### src/rtl/div_seq_unit.sv
// ---------------------------------------------------------------------------
// div_seq_unit
// Multicycle signed integer divider serving the CPU control unit's divide
// request. One restoring step per cycle, MSB first, followed by a sign
// fix-up cycle. The quotient goes to LO and the remainder goes to HI. The
// semantics match MIPS DIV: the quotient truncates toward zero, the remainder
// takes the sign of the dividend, and INT_MIN / -1 wraps to INT_MIN.
//
// Ports
//   clk          system clock, rising edge
//   reset        synchronous, active-low reset (0 = reset)
//   div_start    start request, sampled in IDLE only
//   div_unsigned (DIV_UNSIGNED_EN only) 1 = DIVU, sampled with div_start
//   dividend     A register value, sampled on accepted start
//   divisor      B register value, sampled on accepted start
//   busy         high in RUN and FIX
//   done         one-cycle pulse; hi_out/lo_out are valid from this cycle on
//   div_zero     one-cycle pulse; divisor was zero and no result is produced
//   hi_out       remainder, held until the next completed divide
//   lo_out       quotient, held until the next completed divide
//
// Configuration
//   DIV_UNSIGNED_EN  when defined, adds the div_unsigned port for DIVU.
//                    When it is not defined, every divide is signed.
// ---------------------------------------------------------------------------
module div_seq_unit #(
  parameter int WIDTH = 32
) (
  input  logic             clk,
  input  logic             reset,
  input  logic             div_start,
`ifdef DIV_UNSIGNED_EN
  input  logic             div_unsigned,
`endif
  input  logic [WIDTH-1:0] dividend,
  input  logic [WIDTH-1:0] divisor,
  output logic             busy,
  output logic             done,
  output logic             div_zero,
  output logic [WIDTH-1:0] hi_out,
  output logic [WIDTH-1:0] lo_out
);

  localparam int CW = $clog2(WIDTH);

  typedef enum logic [1:0] {
    IDLE = 2'd0,
    RUN  = 2'd1,
    FIX  = 2'd2,
    DZ   = 2'd3
  } state_t;

  state_t           state_q;
  state_t           state_d;
  logic [WIDTH-1:0] rem;
  logic [WIDTH-1:0] quo;
  logic [WIDTH-1:0] dvs;
  logic [CW-1:0]    count;
  logic             neg_q;
  logic             neg_r;

  logic             use_signed;
  logic             sign_a;
  logic             sign_b;
  logic [WIDTH-1:0] abs_a;
  logic [WIDTH-1:0] abs_b;
  logic [WIDTH:0]   shifted;
  logic             step_ge;
  logic [WIDTH-1:0] rem_next;

  // Operand conditioning. The magnitude of INT_MIN (2^(WIDTH-1)) fits
  // exactly in the WIDTH-bit unsigned magnitude register. This is why the
  // two's-complement negate below is exact for every signed input.
  always_comb begin
    use_signed = 1'b1;
`ifdef DIV_UNSIGNED_EN
    use_signed = !div_unsigned;
`endif
    sign_a = use_signed & dividend[WIDTH-1];
    sign_b = use_signed & divisor[WIDTH-1];
    abs_a  = sign_a ? -dividend : dividend;
    abs_b  = sign_b ? -divisor  : divisor;
  end

  // One restoring step. The partial remainder and the next quotient bit
  // form a WIDTH+1-bit value, so the compare never overflows even when the
  // divisor uses its full WIDTH bits.
  always_comb begin
    shifted  = {rem, quo[WIDTH-1]};
    step_ge  = shifted >= {1'b0, dvs};
    rem_next = step_ge ? (shifted[WIDTH-1:0] - dvs) : shifted[WIDTH-1:0];
  end

  // Next-state and Moore outputs. A start request is only looked at in
  // IDLE, so requests made while busy are dropped rather than queued.
  always_comb begin
    state_d  = state_q;
    busy     = 1'b0;
    div_zero = 1'b0;
    case (state_q)
      IDLE: begin
        if (div_start) begin
          state_d = (divisor == '0) ? DZ : RUN;
        end
      end
      RUN: begin
        busy = 1'b1;
        if (count == CW'(WIDTH - 1)) begin
          state_d = FIX;
        end
      end
      FIX: begin
        busy    = 1'b1;
        state_d = IDLE;
      end
      DZ: begin
        div_zero = 1'b1;
        state_d  = IDLE;
      end
      default: state_d = IDLE;
    endcase
  end

  // State register and datapath. Reset wins over everything, so a divide
  // that is in flight is abandoned and the result registers are cleared.
  // The result registers load only in FIX. A divide-by-zero leaves the
  // previous result visible.
  always_ff @(posedge clk) begin
    if (!reset) begin
      state_q <= IDLE;
      rem     <= '0;
      quo     <= '0;
      dvs     <= '0;
      count   <= '0;
      neg_q   <= 1'b0;
      neg_r   <= 1'b0;
      done    <= 1'b0;
      hi_out  <= '0;
      lo_out  <= '0;
    end else begin
      state_q <= state_d;
      done    <= 1'b0;
      case (state_q)
        IDLE: begin
          if (div_start && (divisor != '0)) begin
            quo   <= abs_a;
            dvs   <= abs_b;
            neg_r <= sign_a;
            neg_q <= sign_a ^ sign_b;
            rem   <= '0;
            count <= '0;
          end
        end
        RUN: begin
          rem   <= rem_next;
          quo   <= {quo[WIDTH-2:0], step_ge};
          count <= count + CW'(1);
        end
        FIX: begin
          lo_out <= neg_q ? -quo : quo;
          hi_out <= neg_r ? -rem : rem;
          done   <= 1'b1;
        end
        default: ;
      endcase
    end
  end

endmodule

### config.mk
export PLATFORM = sky130hd
export DESIGN_NAME = div_seq_unit
export DESIGN_NICKNAME = d
export VERILOG_FILES = /design/src/rtl/div_seq_unit.sv
export SDC_FILE = /design/constraint.sdc
export NUM_CORES = 1
export LEC_CHECK = 0
export CORE_ASPECT_RATIO = 1.5
export CORE_UTILIZATION = 51
export DETAILED_ROUTE_END_ITERATION = 16
export GPL_TIMING_DRIVEN = 0
export PLACE_DENSITY = 0.82
export SLEW_MARGIN = 20
export SYNTH_ARGS = -nofsm -noshare
export SYNTH_HDL_FRONTEND = slang
export SYNTH_SLANG_ARGS = --single-unit
### constraint.sdc
create_clock -name clk -period 3.05 [get_ports clk]
set_input_delay 0.61 -clock clk [delete_from_list [all_inputs] [get_ports clk]]
set_output_delay 0.61 -clock clk [all_outputs]
set_load 0.02 [all_outputs]
==> results of run 1 <==
## power by group through the flow
stage	logic, mW	registers, mW	clock network (mW)
5_1_grt	2.89	2.71	2.45
2_1_floorplan	1.39	2.79	0
6_report	2.69	2.68	2.37
3_5_place_dp	2.26	2.72	0
4_1_cts	2.49	2.67	2.35
3_3_place_gp	2.22	2.71	0
## cell usage in the layout (no fill, tap or decap), drive strengths merged, types with 21 or more instances in the layout
master / instances
dfxtp: 170
nor2: 158
nand2: 134
clkdlybuf4s50: 119
o21ai: 104
xor2: 91
a211oi: 90
clkbuf: 81
a21oi: 80
inv: 57
buf: 57
xnor2: 56
ha: 42
o31ai: 34
a21o: 21
## state kept, by name, indices dropped and copies added, names as in the netlist
name     cells
hi_out      32
lo_out      32
quo         32
neg_q        1
neg_r        1
rem         32
state_q      2
dvs         32
done         1
count        5
## worst paths after layout
path                                  end  slack (ps)
setup / recovery  lo_out[29]$_SDFFE_PN0P_         -50
hold / removal       dvs[22]$_SDFFE_PN0P_         460
setup reg to reg  lo_out[29]$_SDFFE_PN0P_         -50
hold reg to reg      dvs[22]$_SDFFE_PN0P_         460
## logic make-up (layout without fill, tap and decap cells)
logic type,after synthesis,in the layout,share of synthesized area (%)
AO/OA/AOI/OAI,412,412,25.7
XOR/XNOR,147,147,12.2
adder cells (fa/ha/maj),43,43,5.19
buffers and inverters,132,334,4.83
flip-flops,170,170,32.4
multiplexers,17,17,1.62
AND/OR/NAND/NOR,416,416,18.0
## area by class of cell
cell class / instances / area, um2
Multi-Input combinational cell: 1035 / 7190
Fill cell: 1640 / 6440
Sequential cell: 170 / 3420
Timing Repair Buffer: 173 / 1720
Clock buffer: 20 / 457
Buffer: 75 / 392
Tap cell: 264 / 330
Inverter: 54 / 203
Clock inverter: 12 / 185
## per-layer routing
metal,wire length (um),track usage [%],vias to the layer above
met3,1710,4.24,165
met4,2080,21.3,0
met5,0,0,-
met1,11900,30.8,5027
li1,-,-,5175
met2,17900,59.1,479
## through the flow
step | setup slack, ps | cells | total power [mW] | util (%) | instance area, um2
after floorplan | 5.75 | 1337 | 4.19 | - | 10500
after global placement | -1200 | 1734 | 4.92 | 60.0 | 12200
after detailed placement | -1290 | 1734 | 4.98 | 60.0 | 12200
after CTS | -30.0 | 1788 | 7.52 | 65.9 | 13400
after global routing | -85.4 | 1803 | 8.05 | 68.3 | 13900
final | -54.9 | 1803 | 7.74 | 68.3 | 13900
## repair_timing
action / CTS / global route
endpoints found under the setup margin: 107 / 109
cloned: 2 / 1
setup buffers: 21 / 16
pin swaps: 20 / 40
gates resized for setup: 101 / 125
## critical path, stage by stage (launching register included)
cell      delay, ps
dfxtp_4         350
or4_4           530
or3_4           350
or3_4           390
or4_4           430
or3_4           390
o31ai_4         200
xor2_1          230
a211oi_2         90
==> results.cfg, run 1 <==
[synthesis]
yosysWarnings = 0
synth.most_common_cell = dfxtp_1
netlist_top_cells_area = dfxtp_1, xor2_1, a211oi_1
ys_seq_area_share_pct = 32.4
yosysTopAreaCell = dfxtp_1
async_reset_ff_share_pct = 0
syn_inst = 1337
syn_area_um2 = 10500
synth_edf_count = 0
ys_seq_elements = 170
yosysTopAreaCellShare_pct = 32.4
yosys-top-cells-count = dfxtp_1, nor2_1, nand2_1, o21ai_0, xor2_1
synthDistinctLibCells = 62
syn_avg_cell_area_um2 = 7.87
dominantRegCellSynth = dfxtp_1
synth_fp_nets = 1447

[pwr]
seqPwrFrac_pct = 34.7
p_sw_mw = 2.71
p_leak_nw = 5.42
clkPwrFrac_pct = 30.6
p_int_mw = 5.03
pwr-share-comb_pct = 34.7
ir_worst_vdd_uv = 427
swShare_pct = 35.0
p_per_area_nw_per_um2 = 557

[worst_setup_path]
startpoint_type = register
worst-path-max-fanout = 3
rr_startpoint = quo[11]$_SDFFE_PN0P_
worstSetupStartpoint = quo[11]$_SDFFE_PN0P_
worstPathArrival_ps = 3420
rr_worst_depth = 8
crit_type = register to register
cp_data_required_time_ps = 3360
critPathCaptureType = register

[floorplanning]
die_x_um = 119
num_rows = 64
io_pins = 134
die_h_um = 178
core_um2 = 20300
die_area_um2 = 21200
start_util_pct = 51.7

[finish]
diodes = 0
nets = 1636
areaGrowthSynthToFinish_pct = 32.2
drive_gt1_share_pct = 14.1

[routing]
drtAntennaViolNets = 0
wirelength_um = 33600
num_vias = 10800
drt_pass1_iterations = 8
wl_per_cell_um = 18.6
vias_per_cell = 6.02
drt_iter0_drc = 1002
drc_errors = 0

[sta]
max_freq_mhz = 322
fin_tns_setup_ps = -54.9
worst_pin_slew_ps = 880
hold_viol_final = 0
slew_viol_final = 0
slew_headroom_pct = 41.3
setup_ws_ps = -54.9
rsz0062_at_grt = true
whs_ps = 463
timing.final.crit_share_pct = 102
setup_viol_count_final = 1
skew_ps = 8.21
period_minus_slack_ps = 3100

[grt]
grt_start_max_net_pins = 17
grt_pass1_wl_um = 51600
antenna_found_initial = 0
grt_pass1_vias = 10600
groute.usage.overall_pct = 31.0
grt.overflow.total = 0

[cts]
clkSinkCount = 170
h-tree-depth = 4
cts_buffer_depth = 2
cts_hold_buf = 0
root_buffer = clkbuf_16
numCtsBuffers = 17
cts_tree = built
clk_latency_ps = 440
path_clk_slew_ps = 70

[worst_hold_path]
hold_class = register to register
hold_start = dvs[22]$_SDFFE_PN0P_
hold_depth = 2

[place]
place_hpwl_um = 24200
gp_congestion = 0.958
portBuffers = 133

[job]
maxCapViolCount = 0

[outcome]
status = finished with violations
failed_checks = negative setup slack
No activity file was read; power rests on OpenSTA's default activity.
==> run 2: changes to the inputs <==
--- a/config.mk
+++ b/config.mk
@@ -10,6 +10,7 @@
 export DETAILED_ROUTE_END_ITERATION = 16
 export GPL_TIMING_DRIVEN = 0
 export PLACE_DENSITY = 0.82
+export SETUP_SLACK_MARGIN = 0.1
 export SLEW_MARGIN = 20
 export SYNTH_ARGS = -nofsm -noshare
 export SYNTH_HDL_FRONTEND = slang
==> results.cfg, run 2 (synthesis results as in run 1) <==
[worst_setup_path]
startpoint_type = register
worstPathArrival_ps = 3370
cp_data_required_time_ps = 3350
crit_type = register to register
critPathCaptureType = register
worst-path-max-fanout = 3

[cts]
clk_latency_ps = 430
cts_hold_buf = 0
cts_buffer_depth = 2
clkSinkCount = 170
cts_tree = built
path_clk_slew_ps = 70
root_buffer = clkbuf_16
numCtsBuffers = 17
h-tree-depth = 4

[sta]
max_freq_mhz = 325
rsz0062_at_grt = true
worst_pin_slew_ps = 797
slew_viol_final = 0
slew_headroom_pct = 46.9
timing.final.crit_share_pct = 101
period_minus_slack_ps = 3070
skew_ps = 9.94
hold_viol_final = 0
setup_viol_count_final = 3
whs_ps = 455
setup_ws_ps = -23.6
fin_tns_setup_ps = -36.5

[outcome]
failed_checks = negative setup slack
status = finished with violations

[finish]
nets = 1653
post-route-util_pct = 69.3
fill_cells = 1587
diodes = 0
layout.cells.non_filler = 1819
final_common_cell = dfxtp_1
areaGrowthSynthToFinish_pct = 34.1
finalInstanceArea_um2 = 14100
drive_gt1_share_pct = 15.2
final_cell_mix = dfxtp_1, nor2_1, nand2_1

[grt]
grt_start_max_net_pins = 17
antenna_found_initial = 0
groute.usage.overall_pct = 31.1
grt_pass1_vias = 10700
grt_pass1_wl_um = 51900
grt.overflow.total = 0

[routing]
drt-met1-wl_um = 12000
wl_per_cell_um = 18.4
num_vias = 10900
routed.top_layer = met4
vias_per_cell = 5.99
drc_errors = 0
wl_met3_um = 1610
drt_iter0_drc = 985
drt_pass1_iterations = 7
route.met2.wl_um = 17600
wirelength_um = 33400
drtAntennaViolNets = 0

[floorplanning]
core_um2 = 20300
die_area_um2 = 21200
die_x_um = 119
die_h_um = 178
num_rows = 64
io_pins = 134
start_util_pct = 51.7

[pwr]
ir_worst_vdd_uv = 409
p_leak_nw = 5.56
p_per_area_nw_per_um2 = 545

[place]
place_inst = 1734
portBuffers = 133
gp_congestion = 0.950
post_dp_cell_area_um2 = 12300
place_hpwl_um = 24100

[worst_hold_path]
hold_class = register to register

[job]
maxCapViolCount = 0
==> run 2: final cells by class <==
class,count,area [um2],area share (%)
timing repair buffer,188,1850,13.1
buffer,77,422,2.99
multi-input combinational,1035,7270,51.5
tap,264,330,2.34
clock buffer,17,425,3.02
sequential,170,3420,24.2
clock inverter,14,184,1.30
inverter,54,203,1.44
==> run 2: repair_timing <==
item / 4_1_cts / 5_1_grt
gates cloned: 4 / 1
buffers inserted: 39 / 14
setup endpoints to repair: 109 / 111
pin swaps: 37 / 47
resized for setup: 145 / 103
==> run 2: worst max-delay path, stage by stage (launching register included) <==
cell and delay [ps]:
dfxtp_4 350, or4_4 540, or3_4 350, or3_4 340
or4_4 440, or3_4 430, o31ai_4 190, xor2_1 220
a211oi_2 90
==> run 2: through the flow <==
stage | total power, mW | setup slack (ps)
2_1_floorplan | 4.21 | 94.7
3_3_place_gp | 4.96 | -1140
3_5_place_dp | 5.01 | -1180
4_1_cts | 7.50 | -16.9
5_1_grt | 8.02 | -85.9
6_report | 7.69 | -23.6
==> run 2: path summary, 6_finish.rpt <==
path | startpoint | endpoint | slack [ps] | depth (start not counted)
worst max-delay path | quo[11]$_SDFFE_PN0P_ | lo_out[29]$_SDFFE_PN0P_ | -20 | 8
worst min-delay path | dvs[22]$_SDFFE_PN0P_ | dvs[22]$_SDFFE_PN0P_ | 460 | 2
worst min register to register | dvs[22]$_SDFFE_PN0P_ | dvs[22]$_SDFFE_PN0P_ | 460 | 2
worst max register to register | quo[11]$_SDFFE_PN0P_ | lo_out[29]$_SDFFE_PN0P_ | -20 | 8
==> run 2: layer usage <==
metal	up-vias	GRT usage, %
li1	5204	-
met1	5068	30.5
met2	475	59.4
met3	148	4.72
met4	0	21.1
met5	-	0
==> run 2: report_power, final <==
group          total [mW]  internal [mW]  switching, mW
combinational        2.73           1.17           1.56
clock                2.27           1.31          0.964
sequential           2.68           2.47          0.211
total                7.69           4.95           2.73
